<file path="src/rtl/bp_sacc_vsum.sv">
// Vector-sum accelerator: CSR slave on the I/O command port, read master walking base+8*idx.
// Latency: CSR response one cycle after accept; next vector read one cycle after each data beat.
// Backpressure: one-entry response register blocks new commands until yumi; one read outstanding.

package bp_sacc_vsum_pkg;

    typedef enum logic [0:0] {
        e_bp_default_cfg = 1'b0
    } bp_params_e;

    typedef struct packed {
        int paddr_width;
        int cce_block_width;
        int lce_id_width;
        int lce_assoc;
    } bp_proc_param_s;

    typedef enum logic [3:0] {
        e_bedrock_mem_rd    = 4'd0,
        e_bedrock_mem_wr    = 4'd1,
        e_bedrock_mem_uc_rd = 4'd2,
        e_bedrock_mem_uc_wr = 4'd3,
        e_bedrock_mem_pre   = 4'd4,
        e_bedrock_mem_amo   = 4'd5
    } bp_bedrock_mem_type_e;

    typedef enum logic [2:0] {
        e_bedrock_msg_size_1   = 3'd0,
        e_bedrock_msg_size_2   = 3'd1,
        e_bedrock_msg_size_4   = 3'd2,
        e_bedrock_msg_size_8   = 3'd3,
        e_bedrock_msg_size_16  = 3'd4,
        e_bedrock_msg_size_32  = 3'd5,
        e_bedrock_msg_size_64  = 3'd6,
        e_bedrock_msg_size_128 = 3'd7
    } bp_bedrock_msg_size_e;

    // Processor configuration table; only the default configuration exists for this tile.
    function automatic bp_proc_param_s bp_get_proc_param(input bp_params_e cfg);
        bp_proc_param_s p;
        case (cfg)
            e_bp_default_cfg: begin
                p.paddr_width     = 40;
                p.cce_block_width = 64;
                p.lce_id_width    = 4;
                p.lce_assoc       = 8;
            end
            default: begin
                p.paddr_width     = 40;
                p.cce_block_width = 64;
                p.lce_id_width    = 4;
                p.lce_assoc       = 8;
            end
        endcase
        return p;
    endfunction

    // Width of the flattened memory message: msg_type, addr, size, {lce_id, way_id}, data.
    function automatic int bp_mem_msg_width(input bp_params_e cfg);
        bp_proc_param_s p;
        p = bp_get_proc_param(cfg);
        return 4 + p.paddr_width + 3 + p.lce_id_width + $clog2(p.lce_assoc) + p.cce_block_width;
    endfunction

endpackage

module bp_sacc_vsum
    import bp_sacc_vsum_pkg::*;
#(
    parameter bp_params_e     bp_params_p      = e_bp_default_cfg,
    parameter logic [63:0]    csr_base_p       = '0,
    localparam bp_proc_param_s proc_param_lp   = bp_get_proc_param(bp_params_p),
    localparam int            lce_id_width_p   = proc_param_lp.lce_id_width,
    localparam int            mem_msg_width_lp = bp_mem_msg_width(bp_params_p)
) (
    input  logic                        clk_i,
    input  logic                        reset_n_i,
    input  logic [lce_id_width_p-1:0]   lce_id_i,

    input  logic [mem_msg_width_lp-1:0] io_cmd_i,
    input  logic                        io_cmd_v_i,
    output logic                        io_cmd_ready_o,

    output logic [mem_msg_width_lp-1:0] io_resp_o,
    output logic                        io_resp_v_o,
    input  logic                        io_resp_yumi_i,

    output logic [mem_msg_width_lp-1:0] io_cmd_o,
    output logic                        io_cmd_v_o,
    input  logic                        io_cmd_yumi_i,

    input  logic [mem_msg_width_lp-1:0] io_resp_i,
    input  logic                        io_resp_v_i,
    output logic                        io_resp_ready_o
);

    localparam int paddr_width_p     = proc_param_lp.paddr_width;
    localparam int cce_block_width_p = proc_param_lp.cce_block_width;
    localparam int lce_assoc_p       = proc_param_lp.lce_assoc;
    localparam int way_id_width_lp   = $clog2(lce_assoc_p);

    localparam logic [7:0] csr_base_off_lp   = 8'h00;
    localparam logic [7:0] csr_len_off_lp    = 8'h08;
    localparam logic [7:0] csr_start_off_lp  = 8'h10;
    localparam logic [7:0] csr_status_off_lp = 8'h18;
    localparam logic [7:0] csr_result_off_lp = 8'h20;

    typedef struct packed {
        logic [lce_id_width_p-1:0]  lce_id;
        logic [way_id_width_lp-1:0] way_id;
    } payload_s;

    typedef struct packed {
        bp_bedrock_mem_type_e       msg_type;
        logic [paddr_width_p-1:0]   addr;
        bp_bedrock_msg_size_e       size;
        payload_s                   payload;
    } header_s;

    typedef struct packed {
        header_s                    header;
        logic [cce_block_width_p-1:0] data;
    } msg_s;

    typedef enum logic [1:0] {
        e_idle = 2'd0,
        e_req  = 2'd1,
        e_wait = 2'd2
    } state_e;

    state_e      state_q, state_d;
    logic [63:0] base_q, base_d;
    logic [63:0] len_q, len_d;
    logic [63:0] result_q, result_d;
    logic [63:0] idx_q, idx_d;
    logic        done_q, done_d;
    logic        resp_v_q, resp_v_d;
    msg_s        resp_q, resp_d;

    msg_s        cmd_in;
    msg_s        mem_resp_in;
    msg_s        rd_cmd;
    logic [7:0]  csr_off;
    logic        cmd_acc;
    logic        cmd_is_wr;
    logic        busy;
    logic        start_go;
    logic        rd_word;
    logic        last_word;
    logic [63:0] csr_rdata;

    assign cmd_in      = io_cmd_i;
    assign mem_resp_in = io_resp_i;

    // Only the low byte decodes the CSR; the response echoes the full header anyway.
    assign csr_off   = cmd_in.header.addr[7:0];
    assign cmd_acc   = io_cmd_v_i & ~resp_v_q;
    assign cmd_is_wr = (cmd_in.header.msg_type == e_bedrock_mem_uc_wr)
                     | (cmd_in.header.msg_type == e_bedrock_mem_wr);
    assign busy      = (state_q != e_idle);
    assign start_go  = cmd_acc & cmd_is_wr & (csr_off == csr_start_off_lp) & ~busy;
    assign rd_word   = io_resp_v_i & (state_q == e_wait);
    assign last_word = rd_word & ((idx_q + 64'd1) == len_q);

    assign io_cmd_ready_o = ~resp_v_q;
    assign io_resp_v_o    = resp_v_q;
    assign io_resp_o      = resp_q;
    assign io_cmd_o       = rd_cmd;

    // Header fields of returning read data and the CSR base are not needed by this block.
    logic unused_sink;
    assign unused_sink = ^{csr_base_p, mem_resp_in.header};

    // CSR read mux; status reflects current registers, so a same-cycle completion reads as busy.
    always_comb begin
        csr_rdata = '0;
        case (csr_off)
            csr_base_off_lp:   csr_rdata = base_q;
            csr_len_off_lp:    csr_rdata = len_q;
            csr_status_off_lp: csr_rdata = {62'd0, done_q, busy};
            csr_result_off_lp: csr_rdata = result_q;
            default:           csr_rdata = '0;
        endcase
    end

    // Outgoing uncached 8-byte read for the current vector element.
    always_comb begin
        rd_cmd                       = '0;
        rd_cmd.header.msg_type       = e_bedrock_mem_uc_rd;
        rd_cmd.header.addr           = paddr_width_p'(base_q + (idx_q << 3));
        rd_cmd.header.size           = e_bedrock_msg_size_8;
        rd_cmd.header.payload.lce_id = lce_id_i;
    end

    // Master FSM: next state and handshake outputs; IDLE keeps ready high to drain stale data.
    always_comb begin
        state_d         = state_q;
        io_cmd_v_o      = 1'b0;
        io_resp_ready_o = 1'b0;
        case (state_q)
            e_idle: begin
                io_resp_ready_o = 1'b1;
                if (start_go && (len_q != 64'd0)) begin
                    state_d = e_req;
                end
            end
            e_req: begin
                io_cmd_v_o = 1'b1;
                if (io_cmd_yumi_i) begin
                    state_d = e_wait;
                end
            end
            e_wait: begin
                io_resp_ready_o = 1'b1;
                if (io_resp_v_i) begin
                    state_d = last_word ? e_idle : e_req;
                end
            end
            default: begin
                state_d = e_idle;
            end
        endcase
    end

    // CSR, accumulator and response-register next state; base/len writes are dropped while busy.
    always_comb begin
        base_d   = base_q;
        len_d    = len_q;
        result_d = result_q;
        idx_d    = idx_q;
        done_d   = done_q;
        resp_v_d = resp_v_q;
        resp_d   = resp_q;

        if (cmd_acc && cmd_is_wr && !busy) begin
            if (csr_off == csr_base_off_lp) begin
                base_d = cmd_in.data[63:0];
            end
            if (csr_off == csr_len_off_lp) begin
                len_d = cmd_in.data[63:0];
            end
        end

        if (start_go) begin
            result_d = '0;
            idx_d    = '0;
            done_d   = (len_q == 64'd0);
        end

        if (rd_word) begin
            result_d = result_q + mem_resp_in.data[63:0];
            idx_d    = idx_q + 64'd1;
            if (last_word) begin
                done_d = 1'b1;
            end
        end

        if (resp_v_q && io_resp_yumi_i) begin
            resp_v_d = 1'b0;
        end
        if (cmd_acc) begin
            resp_v_d      = 1'b1;
            resp_d.header = cmd_in.header;
            resp_d.data   = cmd_is_wr ? '0 : cce_block_width_p'(csr_rdata);
        end
    end

    // State registers; reset abandons any run in flight.
    always_ff @(posedge clk_i or negedge reset_n_i) begin
        if (!reset_n_i) begin
            state_q  <= e_idle;
            base_q   <= '0;
            len_q    <= '0;
            result_q <= '0;
            idx_q    <= '0;
            done_q   <= 1'b0;
            resp_v_q <= 1'b0;
            resp_q   <= '0;
        end else begin
            state_q  <= state_d;
            base_q   <= base_d;
            len_q    <= len_d;
            result_q <= result_d;
            idx_q    <= idx_d;
            done_q   <= done_d;
            resp_v_q <= resp_v_d;
            resp_q   <= resp_d;
        end
    end

endmodule

</file>
<file path="config.mk">
export PLATFORM = sky130hd
export DESIGN_NAME = bp_sacc_vsum
export DESIGN_NICKNAME = d
export VERILOG_FILES = /design/src/rtl/bp_sacc_vsum.sv
export SDC_FILE = /design/constraint.sdc
export NUM_CORES = 1
export LEC_CHECK = 0
export BUFFER_PORTS_ARGS = -buffer_cell sky130_fd_sc_hd__buf_4
export CAP_MARGIN = 20
export CORE_MARGIN = 4
export CORE_UTILIZATION = 45
export CTS_BUF_LIST = sky130_fd_sc_hd__clkbuf_8
export DETAILED_ROUTE_END_ITERATION = 6
export PLACE_DENSITY = 0.67
export SETUP_SLACK_MARGIN = 0.2
export SYNTH_ARGS = -nofsm -noshare
export SYNTH_HDL_FRONTEND = slang
export SYNTH_SLANG_ARGS = --single-unit
</file>
<file path="constraint.sdc">
create_clock -name clk_i -period 6.5 [get_ports clk_i]
set_input_delay 1.3 -clock clk_i [delete_from_list [all_inputs] [get_ports clk_i]]
set_output_delay 1.3 -clock clk_i [all_outputs]
set_load 0.02 [all_outputs]
</file>
==> Word-level counts from Yosys, hierarchy flattened <==
Cells that the tools add are included.
{ "op_classes": {"n_addsub": 3, "mux": 17, "bitwise": 9, "n_reduce_logical": 16, "n_eq_ne": 12} }
{ "ops": {"columns": ["operator", "n"], "rows": [
  ["64-bit two-way mux", 4],
  ["64-bit case mux with 4 select lines", 1],
  ["64-bit by 1-bit adder with 64-bit output (second input constant)", 1],
  ["64-bit adder", 1],
  ["64-bit equality test", 1],
  ["64-bit logical NOT", 1],
  ["64-bit nonzero test", 1],
  ["40-bit adder", 1],
  ["8-bit by 5-bit equality test with 1-bit output (second input constant)", 2],
  ["8-bit by 4-bit equality test with 1-bit output (second input constant)", 1],
  ["8-bit by 6-bit equality test with 1-bit output (second input constant)", 1],
  ["8-bit logical NOT", 1],
  ["1-bit two-way mux", 8],
  ["1-bit AND", 6],
  ["2-bit two-way mux", 3],
  ["2-bit inequality test (second input constant)", 3],
  ["2-bit case mux with 3 select lines", 1],
  ["2-bit nonzero test", 3],
  ["4-bit by 1-bit equality test with 1-bit output (second input constant)", 1],
  ["4-bit by 2-bit equality test with 1-bit output (second input constant)", 1],
  ["1-bit logical AND", 4],
  ["2-bit AND reduction", 2],
  ["3-bit AND reduction", 1],
  ["2-bit by 1-bit equality test with 1-bit output (second input constant)", 1],
  ["6 further kinds", 7]
]} }
{ "word_totals": {"output_inout_bits": 240, "word_cells": 70, "inputBits": 246, "regBits": 378} }

==> Longest topological paths before layout <==
{ "logic_depth": {"ltp_word": 8, "depth_mapped": 16, "ltp_nobuf": 14} }

==> Least setup slack after synthesis <==
No wires, ideal clock.
{ "synth_path": {"path_type": "register to output", "startpoint": "register idx_q[0]", "endpoint": "output port io_cmd_o[95]", "setup_slack_ns": 2.096, "required_time_ns": 5.200, "path_buffers": 0, "path_stages_with_launch": 14, "t_arrival_ns": 3.104, "path_cell_list": "dfrtp_1 > ha_1 > inv_1 > fa_1 > nor2b_1 > o21a_1 > o21ai_0 > a21oi_1 > o21a_1 > o21a_1 > o21a_1 > o2111ai_1 > a21oi_1 > o311ai_0"} }
{ "synth_between": {"elab_chain_len": 1} }
{ "synth_rtl": {"columns": ["item", "line_no", "rtl"], "rows": [
  ["from (decl)", "135", "logic [63:0] idx_q, idx_d;"],
  ["from (signal assigned)", "284", "idx_q <= idx_d;"],
  ["40-bit adder", "190", "rd_cmd.header.addr = paddr_width_p'(base_q + (idx_q << 3));"],
  ["to (decl)", "88", "output logic [mem_msg_width_lp-1:0] io_cmd_o,"]
]} }
Every way passes these cells.

==> Worst setup path in the final report <==
{ "layout_path": {"startpoint": "register idx_q[14]", "endpoint": "output port io_cmd_o[110]"} }
Same word-level chain as after synthesis.

==> flow_summary.ini <==
[layout]
nNetsFinal = 3161
drive_gt1_share_pct = 26.5
synthToLayoutAreaGrowth_pct = 17.7
antenna_cells = 0
finish.utilization_pct = 53.8

[timing]
tightestPinTransition_ns = 1.12
fin_tns_setup_ns = 0
clock-skew-final_ns = 0.0422
hold_viol_final = 0
drv_slew = 0
fin_crit_ns = 5.76
setup_viol = 0
rsz0062_at_grt = false
timing.slew.headroom_pct = 24.6
fmax_mhz = 174
fin_crit_sh_pct = 88.7

[detailed_routing]
ant_nets = 0
wl_per_cell_microns = 21.4
dr.pass1.iters = 5
via_per_inst = 5.83
drc_errors = 0
num_vias = 20700
first_iter_violations = 1606
drt-total-wl_microns = 76100

[placement]
gp_congestion = 0.959
hpwl_microns = 55100
portBuffers = 349

[power]
switchingPower_w = 0.00170
p_comb_share_pct = 15.9
switching_share_pct = 28.2
sequentialPowerShare_pct = 42.3
power_density_nw_per_um2 = 212
leakagePower_nw = 13.8
max-vdd-ir-drop_mv = 0.119
p_int_w = 0.00431
clockPowerShare_pct = 41.8

[setup_path]
required_ns = 5.20
rr_worst_depth = 12
critPathMaxFanout = 8
cp-end-kind = primary output
rr_startpoint = idx_q[0]
cp-start-kind = flip-flop
reg2reg_slack_ns = 2.02
worstSetupPathType = flip-flop to primary output
cp_data_arrival_time_ns = 4.46
r2r-end = state_q[0]

[clocking]
cts-buffers-inserted = 72
cts_tree = built
cts_max_path_buffers = 3
htree_levels = 3
cts.sinks = 378
cts_setup_buffers = 0
postCtsHoldBufs = 0
clkSlewWorstSetupHoldPaths_ns = 0.06
clk_latency_ns = 0.65
cts_resized = 0
clock-root-buffer = clkbuf_8

[die]
initial_core_util_pct = 45.7
die_width_microns = 239
rows = 84
ios = 486
dieHeight_microns = 239
fp.coreArea_sq_um = 52800
dieArea_sq_um = 57300

[yosys]
synth_area_sq_um = 24100
ys_seq_area_share_pct = 39.2
avgSynthCellArea_sq_um = 9.55
synth_edf_count = 0
async_reset_ff_share_pct = 100
post_synth_num_cell_types = 89
synth_top_flop_cell = dfrtp_1
ys_warn_count = 0
synth-seq-cells = 378
synth_cells = 2523

[hold_path]
hp-class = flip-flop to flip-flop
min_to = io_resp_o[58]
hold_start = io_resp_o[58]
whs_path_depth = 2

[global_route]
grt-ovfl-total = 0
grt_usage_pct = 25.5
grt_pass1_vias = 20500
grt_max_degree = 149
antenna_found_initial = 0
grt_first_pass_wirelength_microns = 116000

[status]
outcome = finished, final reports clean

[job]
maxCapViolCount = 0
==> cells by family after synthesis <==
group / after synthesis / share of synthesized area [%]
AND/OR/NAND/NOR: 675 / 13.9
AO/OA/AOI/OAI: 661 / 17.0
flip-flops: 378 / 39.2
other: 2 / 0.0312
multiplexers: 252 / 11.7
buffers and inverters: 259 / 5.66
adder cells (fa/ha/maj): 102 / 5.36
XOR/XNOR: 194 / 7.05
==> state kept, by name, summed over array words and instances, names as in the netlist <==
name,count
io_resp_o,118
base_q,64
idx_q,64
len_q,64
result_q,64
state_q,2
done_q,1
io_resp_v_o,1
==> cell usage in the layout, fill, tap and decap left out, types with 62 or more instances in the layout <==
cell and instances:
a21oi_1 104, a22oi_1 62, buf_4 362, clkbuf_8 90, conb_1 74, dfrtp_1 378
ha_1 100, mux2_2 245, nand2_1 231, nand3_1 83, nor2_1 132, o21ai_0 263
xnor2_1 130, xor2_1 64
==> routing by layer <==
metal	GRT usage (%)	part of all wire [%]	routed length (microns)
met3	3.87	5.8	4380
met5	0	0	0
met2	42.4	48	36500
met4	8.58	2.8	2170
met1	34.4	43	33000
==> how the worst max path moves through the flow <==
stage,startpoint,end,slack (ns),cells after the start
after detailed placement,io_resp_i[0],result_q[62],1.16,14
after global routing,idx_q[6],io_cmd_o[110],0.49,13
final,idx_q[14],io_cmd_o[110],0.74,12
after CTS,idx_q[14],io_cmd_o[110],0.76,12
after floorplan,idx_q[0],io_cmd_o[95],2.10,13
after global placement,io_resp_i[8],result_q[43],1.24,14
==> synthesized netlist by cell type (11+ instances only) <==
library cell | count | area share (%)
nand4_1 | 34 | 0.88
a31oi_1 | 26 | 0.67
nor4_1 | 34 | 0.88
a21oi_1 | 104 | 2.2
nor3_1 | 29 | 0.60
mux2_2 | 245 | 11
xor2_1 | 64 | 2.3
nand3_1 | 84 | 1.7
buf_4 | 84 | 2.6
o21a_1 | 13 | 0.40
and3_1 | 30 | 0.78
o21ai_0 | 263 | 5.5
a21o_1 | 58 | 1.8
nor2b_1 | 13 | 0.34
inv_1 | 38 | 0.59
nor2_1 | 134 | 2.1
a22oi_1 | 62 | 1.9
o21bai_1 | 18 | 0.56
ha_1 | 100 | 5.2
a211oi_1 | 14 | 0.44
xnor2_1 | 130 | 4.7
clkbuf_1 | 116 | 1.8
nand2b_1 | 11 | 0.29
o31ai_1 | 28 | 0.87
nand2_1 | 233 | 3.6
and2_1 | 11 | 0.29
dfrtp_1 | 378 | 39
==> power by group through the flow <==
stage	logic [W]	clock network, W	registers [W]
floorplan	0.000500	0	0.00266
global placement	0.000940	0	0.00258
detailed placement	0.000956	0	0.00258
CTS	0.000960	0.00257	0.00254
global route	0.00104	0.00267	0.00255
finish	0.000957	0.00251	0.00254
==> final cells by class <==
cell class / instances / area, sq um
well taps: 688 / 861
flip-flops and latches: 378 / 9460
clock inverters: 35 / 288
multi-input cells: 1958 / 13600
clock buffers: 90 / 1240
inverters: 38 / 143
fillers: 4775 / 24400
repair buffers: 365 / 2770
==> through the flow <==
stage	setup WS (ns)	cell area (sq um)	instances	hold WS [ns]	total power, W
after global routing	0.491	28400	3552	0.500	0.00626
after floorplan	2.10	24400	2595	0.439	0.00316
final	0.737	28400	3552	0.476	0.00601
after CTS	0.762	28400	3552	0.483	0.00607
after global placement	1.24	26800	3427	0.464	0.00352
after detailed placement	1.16	26800	3427	0.471	0.00354
==> worst max-delay path, cell delays in order, from the launching register on <==
cell and delay [ns]:
dfrtp_1 0.47, ha_1 0.43, and4_1 0.27, and3_1 0.21
and2_1 0.15, a32oi_1 0.39, a21oi_1 0.15, a21oi_1 0.33
o21ai_0 0.26, a31oi_1 0.50, nor4bb_1 0.12, a311o_1 0.35
buf_4 0.18
No activity file was read; power rests on OpenSTA's default activity.
